==> config.mk <==
export PLATFORM = sky130hd
export DESIGN_NAME = io_port_responder_flat
export DESIGN_NICKNAME = d
export VERILOG_FILES = /design/src/rtl/io_port_responder_pkg.sv /design/src/rtl/io_port_responder_if.sv /design/src/rtl/io_port_responder_debounce.sv /design/src/rtl/io_port_responder.sv /design/src/flat_wrapper.sv
export SDC_FILE = /design/constraint.sdc
export NUM_CORES = 1
export LEC_CHECK = 0
export CAP_MARGIN = 30
export CORE_MARGIN = 5
export CORE_UTILIZATION = 44
export CTS_CLUSTER_DIAMETER = 100
export DETAILED_ROUTE_END_ITERATION = 16
export PLACE_DENSITY = 0.83
export SYNTH_ARGS = -nofsm -noshare
export SYNTH_HDL_FRONTEND = slang
export SYNTH_SLANG_ARGS = --single-unit
==> constraint.sdc <==
create_clock -name clk -period 1.8 [get_ports clk]
set_input_delay 0.36 -clock clk [delete_from_list [all_inputs] [get_ports clk]]
set_output_delay 0.36 -clock clk [all_outputs]
set_load 0.01 [all_outputs]
==> src/rtl/io_port_responder_pkg.sv <==
// Shared types and default sizes for the I/O port responder.
// State encodings are fixed so that traces and the bench agree on values.
package io_port_responder_pkg;

    typedef enum logic [1:0] {
        ST_IDLE       = 2'd0,
        ST_WAIT_PRESS = 2'd1,
        ST_READY      = 2'd2
    } io_state_e;

    localparam int DATA_W_DEF   = 32;
    localparam int SW_W_DEF     = 16;
    localparam int CNT_W_DEF    = 8;
    localparam int DEBOUNCE_DEF = 50000;

endpackage

==> src/rtl/io_port_responder_if.sv <==
// Handshake bus between the control unit (master) and the I/O port responder (slave).
interface io_port_responder_if #(
    parameter int DATA_W = 32
) ();

    logic              in_req;
    logic              in_ready;
    logic [DATA_W-1:0] in_data;
    logic              new_out;
    logic [DATA_W-1:0] out_data;
    logic              wake_up;

    modport master (
        output in_req, new_out, out_data,
        input  in_ready, in_data, wake_up
    );

    modport slave (
        input  in_req, new_out, out_data,
        output in_ready, in_data, wake_up
    );

endinterface

==> src/rtl/io_port_responder_debounce.sv <==
// Confirm-button conditioner: 2-flop synchronizer, stability counter, and a
// registered one-cycle pulse on each accepted rising edge.
module io_debounce #(
    parameter int DEBOUNCE_CYCLES = 50000
) (
    input  logic clk,
    input  logic rst_n,
    input  logic raw,
    output logic stable,
    output logic press
);

    localparam int CW = (DEBOUNCE_CYCLES > 2) ? $clog2(DEBOUNCE_CYCLES) : 1;
    localparam logic [CW-1:0] LIMIT = CW'(DEBOUNCE_CYCLES - 1);

    logic          sync1_r;
    logic          sync2_r;
    logic          stable_r;
    logic          press_r;
    logic [CW-1:0] cnt_r;

    // Synchronize the raw button and accept a new level only after it has held steady.
    always_ff @(posedge clk or negedge rst_n) begin
        if (!rst_n) begin
            sync1_r  <= 1'b0;
            sync2_r  <= 1'b0;
            stable_r <= 1'b0;
            press_r  <= 1'b0;
            cnt_r    <= '0;
        end else begin
            sync1_r <= raw;
            sync2_r <= sync1_r;
            press_r <= 1'b0;
            if (sync2_r == stable_r) begin
                cnt_r <= '0;
            end else if (cnt_r == LIMIT) begin
                stable_r <= sync2_r;
                cnt_r    <= '0;
                press_r  <= sync2_r;
            end else begin
                cnt_r <= cnt_r + CW'(1);
            end
        end
    end

    assign stable = stable_r;
    assign press  = press_r;

endmodule

==> src/rtl/io_port_responder.sv <==
// Peripheral end of the core's I/O handshake: serves input requests from the
// switches on a debounced confirm press, captures output strobes, and wakes the core.
module io_port_responder
    import io_port_responder_pkg::*;
#(
    parameter int DATA_W          = DATA_W_DEF,
    parameter int SW_W            = SW_W_DEF,
    parameter int SIGN_EXT        = 1,
    parameter int DEBOUNCE_CYCLES = DEBOUNCE_DEF,
    parameter int CNT_W           = CNT_W_DEF
) (
    input  logic                 clk,
    input  logic                 rst_n,
    io_port_responder_if.slave   bus,
    input  logic [SW_W-1:0]      sw,
    input  logic                 btn_confirm,
    output logic [DATA_W-1:0]    out_reg,
    output logic [CNT_W-1:0]     out_count,
    output logic                 waiting_led
);

    io_state_e          state_r;
    logic               in_ready_r;
    logic               wake_up_r;
    logic               waiting_r;
    logic [DATA_W-1:0]  in_data_r;
    logic [DATA_W-1:0]  out_reg_r;
    logic [CNT_W-1:0]   out_count_r;
    logic               btn_stable_s;
    logic               btn_press_s;
    logic               press_s;

    function automatic logic [DATA_W-1:0] ext_sw(input logic [SW_W-1:0] v);
        logic [DATA_W-1:0] r;
        r = '0;
        for (int i = 0; i < DATA_W; i++) begin
            if (i < SW_W) begin
                r[i] = v[i];
            end else begin
                r[i] = (SIGN_EXT != 0) ? v[SW_W-1] : 1'b0;
            end
        end
        return r;
    endfunction

    io_debounce #(
        .DEBOUNCE_CYCLES (DEBOUNCE_CYCLES)
    ) u_debounce (
        .clk    (clk),
        .rst_n  (rst_n),
        .raw    (btn_confirm),
        .stable (btn_stable_s),
        .press  (btn_press_s)
    );

    // A press is only trusted while the filtered level agrees with it.
    assign press_s = btn_press_s & btn_stable_s;

    // Input handshake FSM with registered in_ready, waiting_led and wake_up.
    always_ff @(posedge clk or negedge rst_n) begin
        if (!rst_n) begin
            state_r    <= ST_IDLE;
            in_ready_r <= 1'b0;
            wake_up_r  <= 1'b0;
            waiting_r  <= 1'b0;
            in_data_r  <= '0;
        end else begin
            wake_up_r <= 1'b0;
            case (state_r)
                ST_IDLE: begin
                    in_ready_r <= 1'b0;
                    if (bus.in_req) begin
                        // A press on this same edge is not taken as the input value.
                        state_r   <= ST_WAIT_PRESS;
                        waiting_r <= 1'b1;
                    end else begin
                        waiting_r <= 1'b0;
                        wake_up_r <= press_s;
                    end
                end
                ST_WAIT_PRESS: begin
                    if (!bus.in_req) begin
                        state_r   <= ST_IDLE;
                        waiting_r <= 1'b0;
                    end else if (press_s) begin
                        in_data_r  <= ext_sw(sw);
                        in_ready_r <= 1'b1;
                        waiting_r  <= 1'b0;
                        state_r    <= ST_READY;
                    end else begin
                        waiting_r <= 1'b1;
                    end
                end
                ST_READY: begin
                    waiting_r <= 1'b0;
                    if (!bus.in_req) begin
                        in_ready_r <= 1'b0;
                        state_r    <= ST_IDLE;
                    end else begin
                        in_ready_r <= 1'b1;
                    end
                end
                default: begin
                    state_r    <= ST_IDLE;
                    in_ready_r <= 1'b0;
                    waiting_r  <= 1'b0;
                end
            endcase
        end
    end

    // Output capture runs independently of the input handshake.
    always_ff @(posedge clk or negedge rst_n) begin
        if (!rst_n) begin
            out_reg_r   <= '0;
            out_count_r <= '0;
        end else if (bus.new_out) begin
            out_reg_r   <= bus.out_data;
            out_count_r <= out_count_r + CNT_W'(1);
        end
    end

    assign bus.in_ready = in_ready_r;
    assign bus.in_data  = in_data_r;
    assign bus.wake_up  = wake_up_r;
    assign out_reg      = out_reg_r;
    assign out_count    = out_count_r;
    assign waiting_led  = waiting_r;

endmodule

==> src/flat_wrapper.sv <==
// flat-port wrapper written by rule: the top's interface ports become plain ports
module io_port_responder_flat import io_port_responder_pkg::*;
#(
    parameter int DATA_W          = DATA_W_DEF,
    parameter int SW_W            = SW_W_DEF,
    parameter int SIGN_EXT        = 1,
    parameter int DEBOUNCE_CYCLES = DEBOUNCE_DEF,
    parameter int CNT_W           = CNT_W_DEF
)
  (clk, rst_n, sw, btn_confirm, out_reg, out_count, waiting_led, bus_in_req, bus_new_out, bus_out_data, bus_in_ready, bus_in_data, bus_wake_up);
  io_port_responder_if #(.DATA_W(DATA_W)) bus_i ();
  input  logic clk;
  input  logic rst_n;
  input  logic [SW_W-1:0] sw;
  input  logic btn_confirm;
  output logic [DATA_W-1:0] out_reg;
  output logic [CNT_W-1:0] out_count;
  output logic waiting_led;
  input wire logic [$bits(bus_i.in_req)-1:0] bus_in_req;
  input wire logic [$bits(bus_i.new_out)-1:0] bus_new_out;
  input wire logic [$bits(bus_i.out_data)-1:0] bus_out_data;
  output wire logic [$bits(bus_i.in_ready)-1:0] bus_in_ready;
  output wire logic [$bits(bus_i.in_data)-1:0] bus_in_data;
  output wire logic [$bits(bus_i.wake_up)-1:0] bus_wake_up;
  assign bus_i.in_req = bus_in_req;
  assign bus_i.new_out = bus_new_out;
  assign bus_i.out_data = bus_out_data;
  assign bus_in_ready = bus_i.in_ready;
  assign bus_in_data = bus_i.in_data;
  assign bus_wake_up = bus_i.wake_up;
  io_port_responder #(.DATA_W(DATA_W), .SW_W(SW_W), .SIGN_EXT(SIGN_EXT), .DEBOUNCE_CYCLES(DEBOUNCE_CYCLES), .CNT_W(CNT_W)) u_core (.clk(clk), .rst_n(rst_n), .bus(bus_i), .sw(sw), .btn_confirm(btn_confirm), .out_reg(out_reg), .out_count(out_count), .waiting_led(waiting_led));
endmodule
[After elaboration in Yosys (flattened, before gate mapping)]
Cells that the tools add are included.
Operators by class
  add/subtract/negate cells: 2
  $mul: 0
  divide/modulo/power cells: 0
  $lt $le $gt $ge: 0
  equality and inequality tests: 9
  shift operators: 0
  mux-type cells: 18
  bitwise logic cells: 2
  reductions and logical operators: 5
Operator list (count)
  2-to-1 mux 16 bit: 2
  adder 16 x 1 -> 16 bit, second input constant: 1
  equality test 16 bit, second input constant: 1
  2-to-1 mux 1 bit: 9
  adder 8 x 1 -> 8 bit, second input constant: 1
  2-to-1 mux 2 bit: 4
  != test 2 bit, second input constant: 3
  one-hot mux 2 bit (3 select lines): 1
  AND reduction 3 bit: 2
  one-hot mux 1 bit (2 select lines): 2
  AND reduction 2 bit: 2
  != test 3 x 2 -> 1 bit, second input constant: 1
  equality test 2 x 1 -> 1 bit, second input constant: 1
  equality test 2 bit, second input constant: 1
  logical NOT 2 bit: 1
  != test 2 x 1 -> 1 bit, second input constant: 1
  bitwise AND 1 bit: 1
  equality test 1 bit: 1
  NOT 1 bit: 1
Storage, ports and cells
  register bits after elaboration: 81
  bits in latches: 0
  memory bits (writable): 0
  ROM bits: 0
  memories kept: 0

[Logic depth before layout (Yosys ltp)]
  depth after elaboration: 4
  gate-level depth with buffers: 6

[Hierarchy]
From an unflattened synthesis, not the netlist that was laid out.
Second synthesis, totals
  cells, all modules: 265
  area total of the unflattened synthesis: 3568.4 um2
By module, submodules not included
  io_port_responder: instances 1, cells each 174, area each 2600.0 um2
  io_debounce: instances 1, cells each 91, area each 968.4 um2

[Least setup slack after synthesis]
Ideal clock, no wire load.
  kind: register to register
  start: register u_core.state_r[1]
  end: register u_core.in_data_r[10], in the netlist u_core.bus.in_data[10]
  library setup time: 0.128 ns
  arrival time: 1.478 ns
  slack: 0.194 ns
  cell stages (with the launch flop): 6
  clock period less this slack: 1.606 ns
  path through: dfrtp_1 inv_1 ha_1 nand4_2 buf_2 mux2_1
Between the ends
  longest elaborated chain between the ends: 2
RTL lines
  from (decl): RTL line io_port_responder.sv:22  | io_state_e state_r;
  from (signal assigned): RTL line io_port_responder.sv:62  | state_r <= ST_IDLE;
  from (signal assigned): RTL line io_port_responder.sv:74  | state_r <= ST_WAIT_PRESS;
  from (signal assigned): RTL line io_port_responder.sv:83  | state_r <= ST_IDLE;
  equality test 2 x 1 -> 1 bit: RTL line io_port_responder.sv:69  | case (state_r)
  AND reduction 3 bit (no line)
  to (signal assigned): RTL line io_port_responder.sv:86  | in_data_r <= ext_sw(sw);
  to (decl): RTL line io_port_responder.sv:26  | logic [DATA_W-1:0] in_data_r;
Every way passes these cells.
A chain may end at the register's enable or synchronous reset.

==> run_results.csv <==
group,metric,value,unit
setup_path,crit_arrival,1.38,ns
drt,drt-initial-drc-count,72,
setup_path,critical_path.cell_chain,"buf_4 -> clkdlybuf4s50_1",
final_layout,antenna_cells,0,
sta,worst_slew_pin_slew,0.310,ns
global_routing,busiest_layer,"met2",
logic_synthesis,ys_warn_count,0,
setup_path,slowest_stage,"clkdlybuf4s50_1",
logic_synthesis,synth-seq-cells,81,
sta,fin_crit_sh,96.6,%
logic_synthesis,synth_common_cells,"dfrtp_1, mux2_1, nor2_1, xnor2_1, buf_4",
final_layout,ff_latch_area,0.00203,mm²
clock_network,cts_buffer_depth,2,
logic_synthesis,synthTopCellsByArea,"dfrtp_1, mux2_1, xnor2_1",
logic_synthesis,ys_seq_area_share,58.5,%
sta,fmax,575,MHz
sta,max-slew-margin-rel,79.2,%
setup_path,critPathKind,"register to output port",
final_layout,area_growth,44.4,%
floorplan,start_util,45.1,%
setup_path,critPathBufInv,2,
logic_synthesis,postSynthAreaPerCell,13.4,µm²
pwr,clock_power_share,30.8,%
clock_network,clock_sinks,81,
final_layout,finalInstanceArea,0.00501,mm²
placed_design,place_area,0.00477,mm²
placed_design,hpwl,5550,µm
floorplan,die_w,98.8,µm
clock_network,clk_latency,0.34,ns
pwr,leakage,0.00236,µW
placed_design,gp_congestion,0.839,
clock_network,clockRootBuffer,"clkbuf_8",
global_routing,grtUsageTotal,15.9,%
pwr,swShare,27.6,%
sta,slew_viol_final,0,
floorplan,num_rows,32,
setup_path,cp-start-kind,"register",
global_routing,grt_pass1_vias,2622,
drt,vias,2422,
logic_synthesis,synth_ff_type,"dfrtp_1",
pwr,combPwrFrac,20.4,%
drt,viasPerCell,4.93,
final_layout,fillers,580,
setup_path,critPathMaxFanout,9,
setup_path,endpoint_kind,"output port",
logic_synthesis,synth_edf_count,0,
logic_synthesis,synth_area,0.00347,mm²
global_routing,met1_usage,18.6,%
sta,finClkSkew,0.00638,ns
final_layout,multi_input_area,0.00125,mm²
setup_path,worstPathRequired,1.44,ns
setup_path,path_delay_family,"buffers and inverters",
logic_synthesis,yosys.area.top_type_share,58.5,%
clock_network,cts_made_buffers,9,
drt,wirelength,7570,µm
pwr,power.density,877,mW/mm²
sta,hold_violations,0,
drt,antenna_left,0,
status,status,"complete, no violations",
global_routing,grt_util_met3,7.86,%
drt,drc,0,
floorplan,die_y,98.8,µm
floorplan,core,0.00769,mm²
clock_network,cts_tree,"built",
final_layout,fin_nets,442,
sta,setup_viol,0,
pwr,intPower,3180,µW
pwr,ir_drop,0.625,mV
pwr,seq_power_share,48.8,%
drt,wire_per_inst,15.4,µm
clock_network,cts.htree.levels,3,
logic_synthesis,yosysTopAreaCell,"dfrtp_1",
global_routing,grt_use_met2,26.0,%
logic_synthesis,yosysMostFrequentCell,"dfrtp_1",
final_layout,drive_gt1_share,9.51,%
floorplan,die_area,0.00975,mm²
global_routing,grt-ovfl-total,0,
logic_synthesis,syn_nets,317,
pwr,power_switching,1210,µW
setup_path,critical-path-max-stage-delay,0.54,ns
sta,rsz0062_at_grt,"false",
logic_synthesis,synth.distinct_cells,34,
global_routing,grt_pass1_wl,12500,µm
run,max_cap_viol_count,0,
sta,setup_tns,0,ns
drt,firstDrtPassIters,4,
global_routing,grt_antenna_before_repair,0,
final_layout,fin_util,65.1,%
final_layout,largest_reg_flops,32,
clock_network,clk_pin_slew,0.09,ns
placed_design,io_buffers,127,
min_path,min_path_type,"register to register",
logic_synthesis,async_flop_share,100,%
logic_synthesis,synth_cells,259,
floorplan,ios,128,
global_routing,grt_max_degree,48,
sta,timing.final.crit_period,1.74,ns
placed cells by master (no fill, tap or decap), types with 2 or more instances in the layout:
master / Yosys / routed
inv_1: 5 / 5
buf_12: 1 / 2
clkinv_4: 0 / 2
and3_1: 3 / 3
nand4_2: 2 / 2
dlymetal6s2s_1: 0 / 8
xor2_1: 5 / 5
nor4_1: 4 / 4
buf_4: 16 / 7
clkinv_2: 0 / 2
dlygate4sd2_1: 0 / 8
nor2_2: 4 / 4
nand3_1: 4 / 4
xnor2_1: 17 / 17
nand4_1: 6 / 6
mux2_1: 50 / 50
clkdlybuf4s50_1: 0 / 110
nand2_1: 11 / 11
nor2_1: 17 / 17
ha_1: 5 / 5
clkbuf_8: 0 / 9
dfrtp_1: 81 / 80
a21oi_1: 3 / 3
nor3_1: 5 / 5
logic make-up (layout without fill, tap and decap cells):
kind of cell,Yosys count,in the layout,share of synthesized area [%]
buffers and inverters,28,158,5.41
adders and majority gates,5,5,1.80
muxes,51,51,16.5
and+or+nand+nor,63,63,10.6
AOI/OAI and AO/OA,9,9,1.62
xor gates and xnor gates,22,22,5.56
DFF,81,81,58.5
area by class of cell:
cell class	instances	share of cell area, %
clock buffers	9	2.47
clock inverters	7	1.55
inverters	5	0.375
multi-input cells	150	25.0
flip-flops and latches	81	40.5
well taps	102	2.55
repair buffers	137	27.5
routing by layer:
metal / wire length [µm] / vias to the layer above
li1: - / 1126
met3: 831 / 2
met1: 2920 / 1190
met2: 3780 / 104
met5: 0 / -
met4: 39 / 0
power groups by stage:
stage	logic [µW]	registers, µW	clock network (µW)
2_1_floorplan	291	2230	0
3_3_place_gp	887	2170	0
3_5_place_dp	905	2170	0
4_1_cts	916	2140	1390
5_1_grt	990	2180	1480
6_report	898	2140	1350
final timing paths:
check	cells past startpoint	startpoint	slack, ns	end
worst max register to register	5	u_core.state_r[1]	0.16	u_core.bus.in_data[14]
max in group asynchronous	3	rst_n	0.89	u_core.out_count[5]
min in group asynchronous	2	rst_n	0.38	u_core.out_reg[2]
worst max-delay path	2	u_core.bus.in_data[15]	0.06	bus_in_data[23]
worst min-delay path	0	u_core.u_debounce.sync1_r	0.36	u_core.u_debounce.sync2_r
worst min register to register	0	u_core.u_debounce.sync1_r	0.36	u_core.u_debounce.sync2_r
metrics by stage:
step                      power (µW)  worst slack (ns)  hold WS, ns  cells
after floorplan                 2520             0.194       0.0644    259
after global placement          3050             0.175        0.198    472
after detailed placement        3080             0.147        0.201    472
after CTS                       4450            0.0126        0.363    491
after global routing            4640           0.00319        0.376    491
final                           4390            0.0616        0.359    491
timing repair:
action                     in CTS  in global routing
setup endpoints to repair      17                  9
hold buffers                    1                  0
gates resized for setup         9                  8
setup buffers                   2                  0
hold endpoints to repair        8                  0
(Power assumes the default switching activity.)
